**src/rtl/instr_fetch_unit.sv**
```systemverilog
// instr_fetch_unit: PC owner and 2-entry prefetch buffer between the RAM and decode,
// with redirect flush and halt-word stop.
module instr_fetch_unit #(
    parameter int DATA_SIZE = 32,
    parameter int ADDRESS_SIZE = 16,
    parameter logic [ADDRESS_SIZE-1:0] RESET_PC = '0,
    parameter logic [DATA_SIZE-1:0] HALT_WORD = 32'hFFFFFFFF
) (
    input  logic                    clk,
    input  logic                    reset,
    output logic                    mem_req,
    input  logic                    mem_gnt,
    output logic [ADDRESS_SIZE-1:0] mem_address,
    input  logic [DATA_SIZE-1:0]    fetch_in,
    input  logic                    redirect,
    input  logic [ADDRESS_SIZE-1:0] redirect_pc,
    output logic                    instr_valid,
    output logic [DATA_SIZE-1:0]    instr,
    output logic [ADDRESS_SIZE-1:0] instr_pc,
    input  logic                    instr_ready,
    output logic                    halted
);
    typedef enum logic {FETCH, HALTED} state_t;
    state_t state;
    logic [ADDRESS_SIZE-1:0] pc, pc0, pc1;
    logic [DATA_SIZE-1:0] word0, word1;
    logic [1:0] count;
    logic push, pop;
    assign mem_req = !reset && state == FETCH && count < 2'd2;
    assign push = mem_req && mem_gnt && !redirect;
    assign pop = instr_valid && instr_ready && !redirect;
    assign instr_valid = count != 2'd0;
    assign instr = word0;
    assign instr_pc = pc0;
    assign mem_address = pc;
    assign halted = state == HALTED;
    // Entry 0 is always the head; entry 1 shifts down on pop.
    always_ff @(posedge clk) begin
        if (reset) begin
            state <= FETCH;
            pc <= RESET_PC;
            count <= 2'd0;
            pc0 <= '0;
            pc1 <= '0;
            word0 <= '0;
            word1 <= '0;
        end else if (redirect) begin
            state <= FETCH;
            pc <= redirect_pc;
            count <= 2'd0;
        end else begin
            if (push) begin
                pc <= pc + ADDRESS_SIZE'(1);
                if (fetch_in == HALT_WORD) state <= HALTED;
            end
            count <= count + {1'b0, push} - {1'b0, pop};
            if (push && (count == 2'd0 || pop)) begin
                word0 <= fetch_in;
                pc0 <= pc;
            end else if (pop) begin
                word0 <= word1;
                pc0 <= pc1;
            end
            if (push && count == 2'd1 && !pop) begin
                word1 <= fetch_in;
                pc1 <= pc;
            end
        end
    end
endmodule

```
**config.mk**
```make
export PLATFORM = sky130hd
export DESIGN_NAME = instr_fetch_unit
export DESIGN_NICKNAME = d
export VERILOG_FILES = /design/src/rtl/instr_fetch_unit.sv
export SDC_FILE = /design/constraint.sdc
export NUM_CORES = 1
export LEC_CHECK = 0
export BUFFER_PORTS_ARGS = -buffer_cell sky130_fd_sc_hd__buf_2
export CAP_MARGIN = 20
export CORE_UTILIZATION = 30
export CTS_CLUSTER_SIZE = 24
export DETAILED_ROUTE_END_ITERATION = 12
export PLACE_DENSITY = 0.61
export SYNTH_ARGS = -nofsm -noshare
export SYNTH_HDL_FRONTEND = slang
export SYNTH_SLANG_ARGS = --single-unit
```
**constraint.sdc**
```tcl
create_clock -name clk -period 2.8 [get_ports clk]
set_clock_uncertainty 0.2 [all_clocks]
set_input_delay 0.28 -clock clk [delete_from_list [all_inputs] [get_ports clk]]
set_output_delay 0.28 -clock clk [all_outputs]
set_load 0.01 [all_outputs]
```
# == After elaboration in Yosys (flattened, before gate mapping) ==
# Cells that the tools add are included.
# totals
reg_bits,115
# classes
bitwise_logic,2
n_addsub,3
n_mux,6
n_reduce_logical,21
magnitude_cmp,1
n_eq_ne,2
# op_table
op,count
$mux 16,4
$mux 32,2
$eq 32x32->1 const B,1
$add 16x1->16 const B,1
$logic_and 1x1->1,9
$reduce_and 2->1,3
$reduce_bool 2->1,3
$logic_not 1->1,3
$add 2x1->2,1
$eq 2x1->1 const B,1
$logic_not 2->1,1
$lt 2x2->1 const B,1
$not 1->1,2
$reduce_or 2->1,1
$sub 2x1->2,1
$logic_or 1x1->1,1

# == Longest topological paths before layout ==
# Gate-level depths: netlist of the first run.
# depth
word_depth,8
depth_mapped,10
mapped_depth_nobuf,9

# == Least setup slack after synthesis of the first run ==
# Ideal clock, no wire load.
# synth_timing
path_type,register to register
from,reg state (netlist: halted)
to,reg count[1]
synth_period_minus_slack_ns,2.285
setup_slack_ns,0.515
arrival_ns,1.970
path_stages_with_launch,11
setup_ns,0.115
cell_sequence,dfxtp_1 > or3b_4 > nor2_4 > inv_2 > clkbuf_1 > ha_1 > inv_1 > ha_1 > xor2_1 > xnor2_1 > nor2_1
# synth_via
elab_chain_len,7
# synth_rtl
element,line,source
"start, declared",24,state_t state;
"start signal, assigned",40,state <= FETCH;
"start signal, assigned",48,state <= FETCH;
"start signal, assigned",54,if (fetch_in == HALT_WORD) state <= HALTED;
$not 1->1,29,assign mem_req = !reset && state == FETCH && count < 2'd2;
$logic_and 1x1->1 (2 in a row),29,
$logic_and 1x1->1 (2 in a row),30,assign push = mem_req && mem_gnt && !redirect;
$add 2x1->2,56,"count <= count + {1'b0, push} - {1'b0, pop};"
$sub 2x1->2,56,
"end signal, assigned",56,
"end, declared",27,logic [1:0] count;
# Every way passes these cells.
# A chain may end at the register's enable or synchronous reset.

# == Final worst setup path of the first run ==
# layout_timing
from,reg count[1]
to,reg word0[31] (netlist: instr[31])
# layout_via
elab_chain_len,7
# layout_rtl
element,line,source
$lt 2x2->1 / $reduce_bool 2->1 (equally long branches),"29, 32",
$logic_and 1x1->1 (on tied branches),"29, 31",
$logic_and 1x1->1 (on tied branches),"30, 31",
$logic_and 1x1->1 / $logic_or 1x1->1 (equally long branches),"30, 57",
$logic_and 1x1->1,57,if (push && (count == 2'd0 || pop)) begin
$reduce_bool 2->1 (no source line),--,
$reduce_and 2->1 (no source line),--,
"end signal, assigned",58,word0 <= fetch_in;
"end signal, assigned",61,word0 <= word1;
"end, declared",26,"logic [DATA_SIZE-1:0] word0, word1;"
# Several ways; a longest one is shown, not always the timed one.

==> impl_metrics.csv, run 1 <==
group,metric,value,unit
logic_synthesis,yosys_most_used_dff,"dfxtp_1",
logic_synthesis,synth_commonest_cells,"115 x dfxtp_1, 105 x nor3_1, 103 x nand2_1",
layout,drive_above_1_share,0.246,
logic_synthesis,synth_edf_count,0,
critical_path,worstReg2RegEnd,"instr[31]",
drt,antenna_left,0,
power_and_ir_drop,power.density,621,nW/um^2
critical_path,critPathArrivalTime,2.52,ns
power_and_ir_drop,clockPowerShare,0.494,
sta,finalCritPeriodShare,0.889,
die,start_util,0.310,
logic_synthesis,syn_area,5190,sq um
job,drv_cap,0,
grt,grt_pass1_wl,25.5,mm
grt,grt.overflow.total,0,
worst_hold_path,hp-class,"in -> reg",
sta,worst_pin_slew,1.01,ns
sta,setup_ws,0.312,ns
critical_path,setup.worst_path.end_class,"register",
cts,clock-root-buffer,"clkbuf_16",
sta,final.setup.tns,0,ns
logic_synthesis,syn-num-nets,693,
logic_synthesis,yosysTopAreaCellShare,0.444,
placement,place_area,5950,sq um
die,die_x,134,um
critical_path,start_kind,"register",
cts,cts_tree,"yes",
grt,antenna_found_initial,1,
logic_synthesis,synth_top_area_cell,"dfxtp_1",
logic_synthesis,async_flop_share,0,
critical_path,rr_startpoint,"count[1]",
logic_synthesis,synth_cell_type_count,40,
critical_path,timing.critical_path.to,"instr[31]",
placement,dp_cells,929,
critical_path,rrSetupSlack,0.31,ns
drt,wirelength,15.5,mm
sta,maxSlewViolCount,0,
logic_synthesis,postSynthCellCount,637,
layout,fillers,1712,
logic_synthesis,yosysSeqAreaShare,0.444,
layout,antenna_cells,0,
cts,numCtsBuffers,17,
logic_synthesis,yosysWarnings,0,
layout,finalInstanceArea,7000,sq um
layout,final_nets,831,
grt,use_met1,0.240,
power_and_ir_drop,seqPwrFrac,0.405,
critical_path,crit_type,"reg -> reg",
placement,post-place-ws,0.277,ns
critical_path,critPathRequiredTime,2.83,ns
layout,fin_util,0.418,
logic_synthesis,synth_most_common_cell,"dfxtp_1",
drt,first_pass_iters,4,
power_and_ir_drop,combPwrFrac,0.100,
drt,drtIter0Drc,288,
cts,clkTransAtPathRegs,0.05,ns
sta,slew-limit-headroom,0.329,
sta,hold_violations,0,
cts,cts.sinks,115,
critical_path,ff2ff_path_depth,6,
power_and_ir_drop,p_int,3.31,mW
cts,cts_max_path_buffers,2,
drt,drt-wirelength-per-cell,15.3,um
power_and_ir_drop,leakage,2.56,nW
sta,rsz0062_at_grt,"no",
die,coreArea,16800,sq um
logic_synthesis,ys_ff_latch,115,
drt,viasPerCell,4.99,
layout,syn_to_final_growth,34.9,%
critical_path,crit_start,"count[1]",
sta,setup_viol,0,
layout,final_cell_count_no_fill,1008,
logic_synthesis,synthTopCellsByArea,"dfxtp_1 44%, nor3_1 10%, nand2_1 7.5%",
cts,htreeDepth,4,
placement,post-dp-hpwl,9.49,mm
die,die_height,134,um
logic_synthesis,syn_area_per_cell,8.15,sq um
drt,routed-via-count,5028,
grt,grt_util_met2,0.297,
grt,grt_start_max_net_pins,86,
placement,gp_congestion,0.785,
grt,grt_pass1_vias,4880,
die,pin_count,120,
grt,grt_busiest_layer,"met2",
critical_path,crit_fanout,26,
cts,clkLatencyLatePin,0.41,ns
worst_hold_path,hp-start,"redirect",
placement,port_buffers,119,
power_and_ir_drop,peakVddDrop,0.396,mV
power_and_ir_drop,p_sw_frac,0.239,
outcome,status,"finished clean",
drt,drc_errors,0,
sta,max_freq,0.402,GHz
power_and_ir_drop,switching_power,1.04,mW
grt,grt_usage,0.182,
die,die-area,17800,sq um
die,num_rows,47,
sta,period_needed,2.49,ns
cts,cts.repair.resized,0,
grt,grtUsageMet3,0.0457,
## worst min-delay path by stage
stage | end | slack [ns] | cells after the start
global placement | pc1[13] | 0.24 | 2
CTS | mem_address[15] | 0.02 | 2
floorplan | mem_address[13] | 0.19 | 2
finish | mem_address[15] | 0.05 | 2
global route | mem_address[15] | 0.05 | 2
detailed placement | word1[12] | 0.25 | 2
## power by group through the flow
stage | clock network, mW | registers, mW | logic (mW)
after global routing | 2.28 | 1.77 | 0.481
after CTS | 2.20 | 1.76 | 0.438
after detailed placement | 0 | 1.80 | 0.386
after floorplan | 0 | 1.81 | 0.197
final | 2.15 | 1.76 | 0.436
after global placement | 0 | 1.80 | 0.384
## kinds of logic (layout without fill, tap and decap cells)
| group | Yosys count | in the layout | share of synthesized area |
|---|---|---|---|
| and+or+nand+nor | 270 | 270 | 0.249 |
| AOI/OAI and AO/OA | 119 | 119 | 0.184 |
| buffers and inverters | 116 | 267 | 0.0924 |
| DFF | 115 | 115 | 0.444 |
| xor gates and xnor gates | 12 | 12 | 0.0203 |
| adders and majority gates | 3 | 3 | 0.00723 |
| muxes | 2 | 2 | 0.00386 |
## final cells by class
class	instances	area (sq um)	share of cell area
sequential	115	2300	0.329
clock inverter	11	135	0.0193
timing repair buffer	176	1180	0.169
tap	220	275	0.0393
multi-input combinational	406	2440	0.348
clock buffer	21	450	0.0643
inverter	59	221	0.0316
## through the flow
stage	hold WS (ns)	power [mW]
after CTS	0.0181	4.40
after global placement	0.243	2.18
after global routing	0.0506	4.53
after detailed placement	0.247	2.18
after floorplan	0.189	2.00
final	0.0468	4.35
## what timing repair did
| action | CTS | global route |
|---|---|---|
| setup endpoints to repair | 0 | 0 |
| endpoints found under the hold margin | 47 | 0 |
| setup buffers | 0 | 0 |
| hold buffers | 47 | 0 |
## registers in the layout, summed over array words and instances, names as in the netlist
signal and count:
mem_address 16, count 2, pc1 16, instr 32, word1 32, halted 1
instr_pc 16
## placed cells by master (no fill, tap or decap), types with 3 or more instances in the layout
cell type / n
a2111oi_0: 27
a2111oi_2: 21
a211oi_1: 9
a21oi_1: 49
a311oi_1: 4
buf_12: 3
buf_2: 118
buf_4: 8
bufinv_16: 3
clkbuf_1: 3
clkbuf_16: 17
clkinv_2: 6
dfxtp_1: 115
dlygate4sd3_1: 47
ha_1: 3
inv_1: 57
nand2_1: 103
nand3_1: 7
nand4_1: 10
nor2_1: 21
nor3_1: 105
nor3b_1: 3
nor4_2: 5
o21ai_0: 3
or3_1: 3
xnor2_1: 11
## critical path, cell delays in order, from the launching register on
cell,delay (ns)
dfxtp_1,0.37
nor2_1,0.41
or2_2,0.22
inv_2,0.05
a21oi_4,0.66
buf_12,0.27
a2111oi_0,0.13
## layer usage
| metal | part of all wire | vias to the layer above | routed length (um) |
|---|---|---|---|
| met5 | 0.00084 | - | 13 |
| met4 | 0.011 | 2 | 176 |
| met3 | 0.053 | 14 | 825 |
| met2 | 0.46 | 150 | 7130 |
| met1 | 0.47 | 2343 | 7310 |
| li1 | - | 2519 | - |
(Power assumes the default switching activity.)
==> run 2: changes to the inputs <==
--- a/config.mk
+++ b/config.mk
@@ -11,6 +11,7 @@
 export CTS_CLUSTER_SIZE = 24
 export DETAILED_ROUTE_END_ITERATION = 12
 export PLACE_DENSITY = 0.61
+export RECOVER_POWER = 100
 export SYNTH_ARGS = -nofsm -noshare
 export SYNTH_HDL_FRONTEND = slang
 export SYNTH_SLANG_ARGS = --single-unit
==> run 2 against run 1 <==
Sequential share of layout area is 1.1 points higher; count of clock-buffer cells in the layout stayed put; die area stayed put; cell count stayed put; register-to-register slack hardly changed; power is 0.74% lower; design area is 3.1% lower; fmax is 0.37% lower; clock power hardly changed; non-clock buffer count stayed put; worst setup slack worse by 0.0094 ns; utilization is 1.3 points lower.
==> impl_metrics.csv, run 2 (synthesized netlist as in run 1, its figures left out) <==
group,metric,value,unit
cts,clkLatencyLatePin,0.41,ns
die,die_x,134,um
drt,routed-via-count,5020,
layout,drive_above_1_share,0.133,
sta,setup_viol,0,
placement,port_buffers,119,
power_and_ir_drop,leakage,2.27,nW
layout,final_nets,831,
placement,post-dp-hpwl,9.49,mm
grt,antenna_found_initial,1,
sta,finalCritPeriodShare,0.892,
die,die_height,134,um
die,pin_count,120,
cts,htreeDepth,4,
drt,drtIter0Drc,322,
power_and_ir_drop,peakVddDrop,0.397,mV
grt,grt_pass1_vias,4880,
drt,first_pass_iters,4,
cts,cts.sinks,115,
placement,place_area,5950,sq um
grt,grt.overflow.total,0,
critical_path,critPathRequiredTime,2.87,ns
sta,max_freq,0.400,GHz
cts,cts_tree,"yes",
cts,clkTransAtPathRegs,0.05,ns
critical_path,setup.worst_path.end_class,"register",
critical_path,crit_fanout,26,
outcome,status,"finished clean",
critical_path,crit_type,"reg -> reg",
layout,mostFrequentLayoutCells,"115 x dfxtp_1, 105 x nor3_1, 103 x nand2_1, 70 x clkbuf_1, 57 x inv_1",
power_and_ir_drop,power.density,637,nW/um^2
placement,gp_congestion,0.785,
sta,slew-limit-headroom,0.342,
cts,numCtsBuffers,17,
cts,cts_max_path_buffers,2,
sta,rsz0062_at_grt,"no",
die,coreArea,16800,sq um
worst_hold_path,hp-class,"in -> reg",
cts,clock-root-buffer,"clkbuf_16",
drt,drt-wirelength-per-cell,15.5,um
layout,finalInstanceArea,6780,sq um
grt,grt_start_max_net_pins,86,
die,die-area,17800,sq um
layout,syn_to_final_growth,30.7,%
drt,antenna_left,0,
sta,maxSlewViolCount,0,
critical_path,start_kind,"register",
sta,worst_pin_slew,0.987,ns
grt,grt_usage,0.182,
drt,wirelength,15.6,mm
critical_path,critPathArrivalTime,2.57,ns
die,num_rows,47,
sta,period_needed,2.50,ns
job,drv_cap,0,
drt,drc_errors,0,
layout,antenna_cells,0,
sta,hold_violations,0,
sta,final.setup.tns,0,ns
die,start_util,0.310,
layout,mostFrequentLayoutCell,"dfxtp_1",
drt,viasPerCell,4.98,
grt,grt_pass1_wl,25.5,mm
[run 2: final timing paths]
path / startpoint / endpoint / slack (ns) / cells past startpoint
setup / recovery: count[1] / instr[19] / 0.30 / 5
hold / removal: redirect / mem_address[15] / 0.05 / 2
setup reg to reg: count[1] / instr[19] / 0.30 / 5
hold reg to reg: word1[7] / word1[7] / 0.25 / 2
[run 2: what timing repair did]
action / CTS / global route
buffers inserted: 0 / 0
hold buffers: 47 / 0
gates resized for setup: 0 / 0
hold endpoints to repair: 47 / 0
[run 2: per-layer routing]
metal,GRT usage,vias up,routed length [um]
li1,-,2521,-
met1,0.240,2335,7440
met2,0.297,147,7200
met3,0.0457,15,812
met4,0.0473,2,176
met5,0,-,13
[run 2: power breakdown]
part           total [mW]  switching [mW]  internal [mW]
logic               0.397           0.228          0.169
registers            1.76          0.0625           1.70
clock network        2.16           0.745           1.41
total                4.32            1.04           3.28
[run 2: area by class of cell]
class | count | area, sq um
clock buffers | 21 | 450
clock inverters | 11 | 135
fillers | 1761 | 9980
inverters | 59 | 221
multi-input cells | 406 | 2300
flip-flops and latches | 115 | 2300
well taps | 220 | 275
repair buffers | 176 | 1090
[run 2: through the flow]
stage | setup slack (ns) | hold slack, ns | std cells | total power [mW] | util
after CTS | 0.252 | 0.0181 | 1008 | 4.40 | 0.418
after floorplan | 0.515 | 0.189 | 637 | 2.00 | -
after global routing | 0.0807 | 0.0506 | 1008 | 4.50 | 0.405
final | 0.303 | 0.0475 | 1008 | 4.32 | 0.405
after detailed placement | 0.277 | 0.247 | 929 | 2.18 | 0.355
after global placement | 0.332 | 0.243 | 929 | 2.18 | 0.355
[run 2: worst max-delay path, stage by stage (launching register included)]
cell,delay [ns]
dfxtp_1,0.37
or3b_1,0.59
nor2_4,0.25
a21oi_4,0.23
buf_12,0.26
a2111oi_0,0.45
==> run 3: changes to the inputs <==
--- a/config.mk
+++ b/config.mk
@@ -10,6 +10,7 @@
 export CORE_UTILIZATION = 30
 export CTS_CLUSTER_SIZE = 24
 export DETAILED_ROUTE_END_ITERATION = 12
+export MAX_ROUTING_LAYER = met4
 export PLACE_DENSITY = 0.61
 export RECOVER_POWER = 100
 export SYNTH_ARGS = -nofsm -noshare
==> run 3 against run 2 <==
Cell count is essentially flat; via count increased by 0.60%; critical endpoint unchanged; critical path depth unchanged; design area hardly changed; largest power group unchanged; sequential power hardly changed; flip-flop and latch count did not move; register-to-register slack better by 0.02 ns; worst setup slack improved by 0.018 ns; non-clock buffer count is the same; hold slack got worse by 0.0022 ns.
==> impl_metrics.csv, run 3 (synthesized netlist as in run 1, its figures left out) <==
group,metric,value,unit
cts,cts_max_path_buffers,2,
layout,mostFrequentLayoutCells,"115 x dfxtp_1, 105 x nor3_1, 103 x nand2_1, 70 x clkbuf_1, 57 x inv_1",
drt,drtIter0Drc,267,
cts,clock-root-buffer,"clkbuf_16",
worst_hold_path,hp-start,"redirect",
drt,drc_errors,0,
cts,cts.sinks,115,
critical_path,rrSetupSlack,0.32,ns
die,die_height,134,um
die,start_util,0.310,
job,drv_cap,0,
critical_path,worstReg2RegEnd,"instr[19]",
sta,max_freq,0.403,GHz
sta,worst_pin_slew,0.991,ns
cts,clkLatencyLatePin,0.41,ns
layout,final_nets,831,
die,coreArea,16800,sq um
grt,grt_pass1_vias,4865,
critical_path,crit_fanout,26,
layout,mostFrequentLayoutCell,"dfxtp_1",
critical_path,ff2ff_path_depth,5,
placement,post-dp-hpwl,9.49,mm
cts,numCtsBuffers,17,
sta,slew-limit-headroom,0.339,
placement,post-place-ws,0.277,ns
layout,drive_above_1_share,0.133,
critical_path,setup.worst_path.end_class,"register",
drt,viasPerCell,5.00,
drt,wl_met1,7.58,mm
grt,antenna_found_initial,1,
critical_path,critPathArrivalTime,2.55,ns
die,die-area,17800,sq um
sta,hold_violations,0,
drt,antenna_left,0,
grt,grt_start_max_net_pins,86,
cts,cts_setup_buffers,0,
cts,cts_tree,"yes",
power_and_ir_drop,peakVddDrop,0.398,mV
critical_path,crit_type,"reg -> reg",
cts,cts.repair.resized,0,
sta,final.setup.tns,0,ns
power_and_ir_drop,leakage,2.27,nW
sta,setup_viol,0,
critical_path,rr_startpoint,"count[1]",
sta,setup_ws,0.320,ns
grt,grt_pass1_wl,25.6,mm
worst_hold_path,worstHoldPathCells,2,
drt,drt-wirelength-per-cell,15.5,um
sta,maxSlewViolCount,0,
critical_path,critPathRequiredTime,2.87,ns
worst_hold_path,min_to,"mem_address[15]",
die,num_rows,47,
cts,htreeDepth,4,
worst_hold_path,hp-class,"in -> reg",
sta,finalCritPeriodShare,0.886,
power_and_ir_drop,power.density,637,nW/um^2
drt,wl_met2,7.11,mm
drt,highest_layer,"met4",
critical_path,start_kind,"register",
drt,routed-via-count,5050,
sta,period_needed,2.48,ns
placement,port_buffers,119,
grt,grt.overflow.total,0,
cts,clkTransAtPathRegs,0.05,ns
grt,grt_usage,0.188,
outcome,status,"finished clean",
placement,gp_congestion,0.796,
drt,first_pass_iters,4,
die,pin_count,120,
drt,wl_met3,745,um
sta,rsz0062_at_grt,"no",
die,die_x,134,um
drt,wirelength,15.6,mm
layout,syn_to_final_growth,30.7,%
run 3: cell count changes in the layout (fill, tap and decap cells not counted), sizes merged:
cell / previous run / this run
diode: 0 / 1
run 3: power by group:
part	internal (mW)	total [mW]	switching [mW]
clock network	1.41	2.16	0.747
registers	1.70	1.76	0.0627
logic	0.169	0.398	0.229
total	3.28	4.32	1.04
run 3: layout make-up:
type                    instances  area, sq um
clock inverters                11          135
inverters                      59          221
multi-input cells             406         2300
diodes                          1         2.50
flip-flops and latches        115         2300
repair buffers                176         1090
clock buffers                  21          450
well taps                     220          275
fillers                      1761         9980
run 3: worst max path at each step:
stage              from   endpoint  slack (ns)  cells after the start
3_3_place_gp   count[1]  instr[31]        0.33                      6
5_1_grt        count[1]   instr[3]        0.08                      6
4_1_cts        count[1]  instr[31]        0.25                      6
3_5_place_dp   count[1]  instr[31]        0.28                      6
6_report       count[1]  instr[19]        0.32                      5
2_1_floorplan    halted   count[1]        0.52                     10
run 3: metrics by stage:
stage / power (mW) / instance area, sq um / std cells / hold WS (ns) / util
2_1_floorplan: 2.00 / 5190 / 637 / 0.189 / -
3_3_place_gp: 2.18 / 5950 / 929 / 0.243 / 0.355
3_5_place_dp: 2.18 / 5950 / 929 / 0.247 / 0.355
4_1_cts: 4.40 / 7000 / 1008 / 0.0181 / 0.418
5_1_grt: 4.50 / 6780 / 1009 / 0.0479 / 0.405
6_report: 4.32 / 6780 / 1009 / 0.0453 / 0.405
run 3: critical path, stage by stage, from the launching register on:
cell	delay (ns)
dfxtp_1	0.37
or3b_1	0.59
nor2_4	0.25
a21oi_4	0.23
buf_12	0.26
a2111oi_0	0.44
run 3: timing repair:
item | in CTS | in global routing
hold endpoints to repair | 47 | 0
setup endpoints to repair | 0 | 0
hold buffers | 47 | 0
run 3: per-layer routing:
metal / vias to the layer above / GRT usage
met5: - / -
met4: 0 / 0.0417
met3: 16 / 0.0491
met2: 147 / 0.297
met1: 2370 / 0.241
li1: 2517 / -
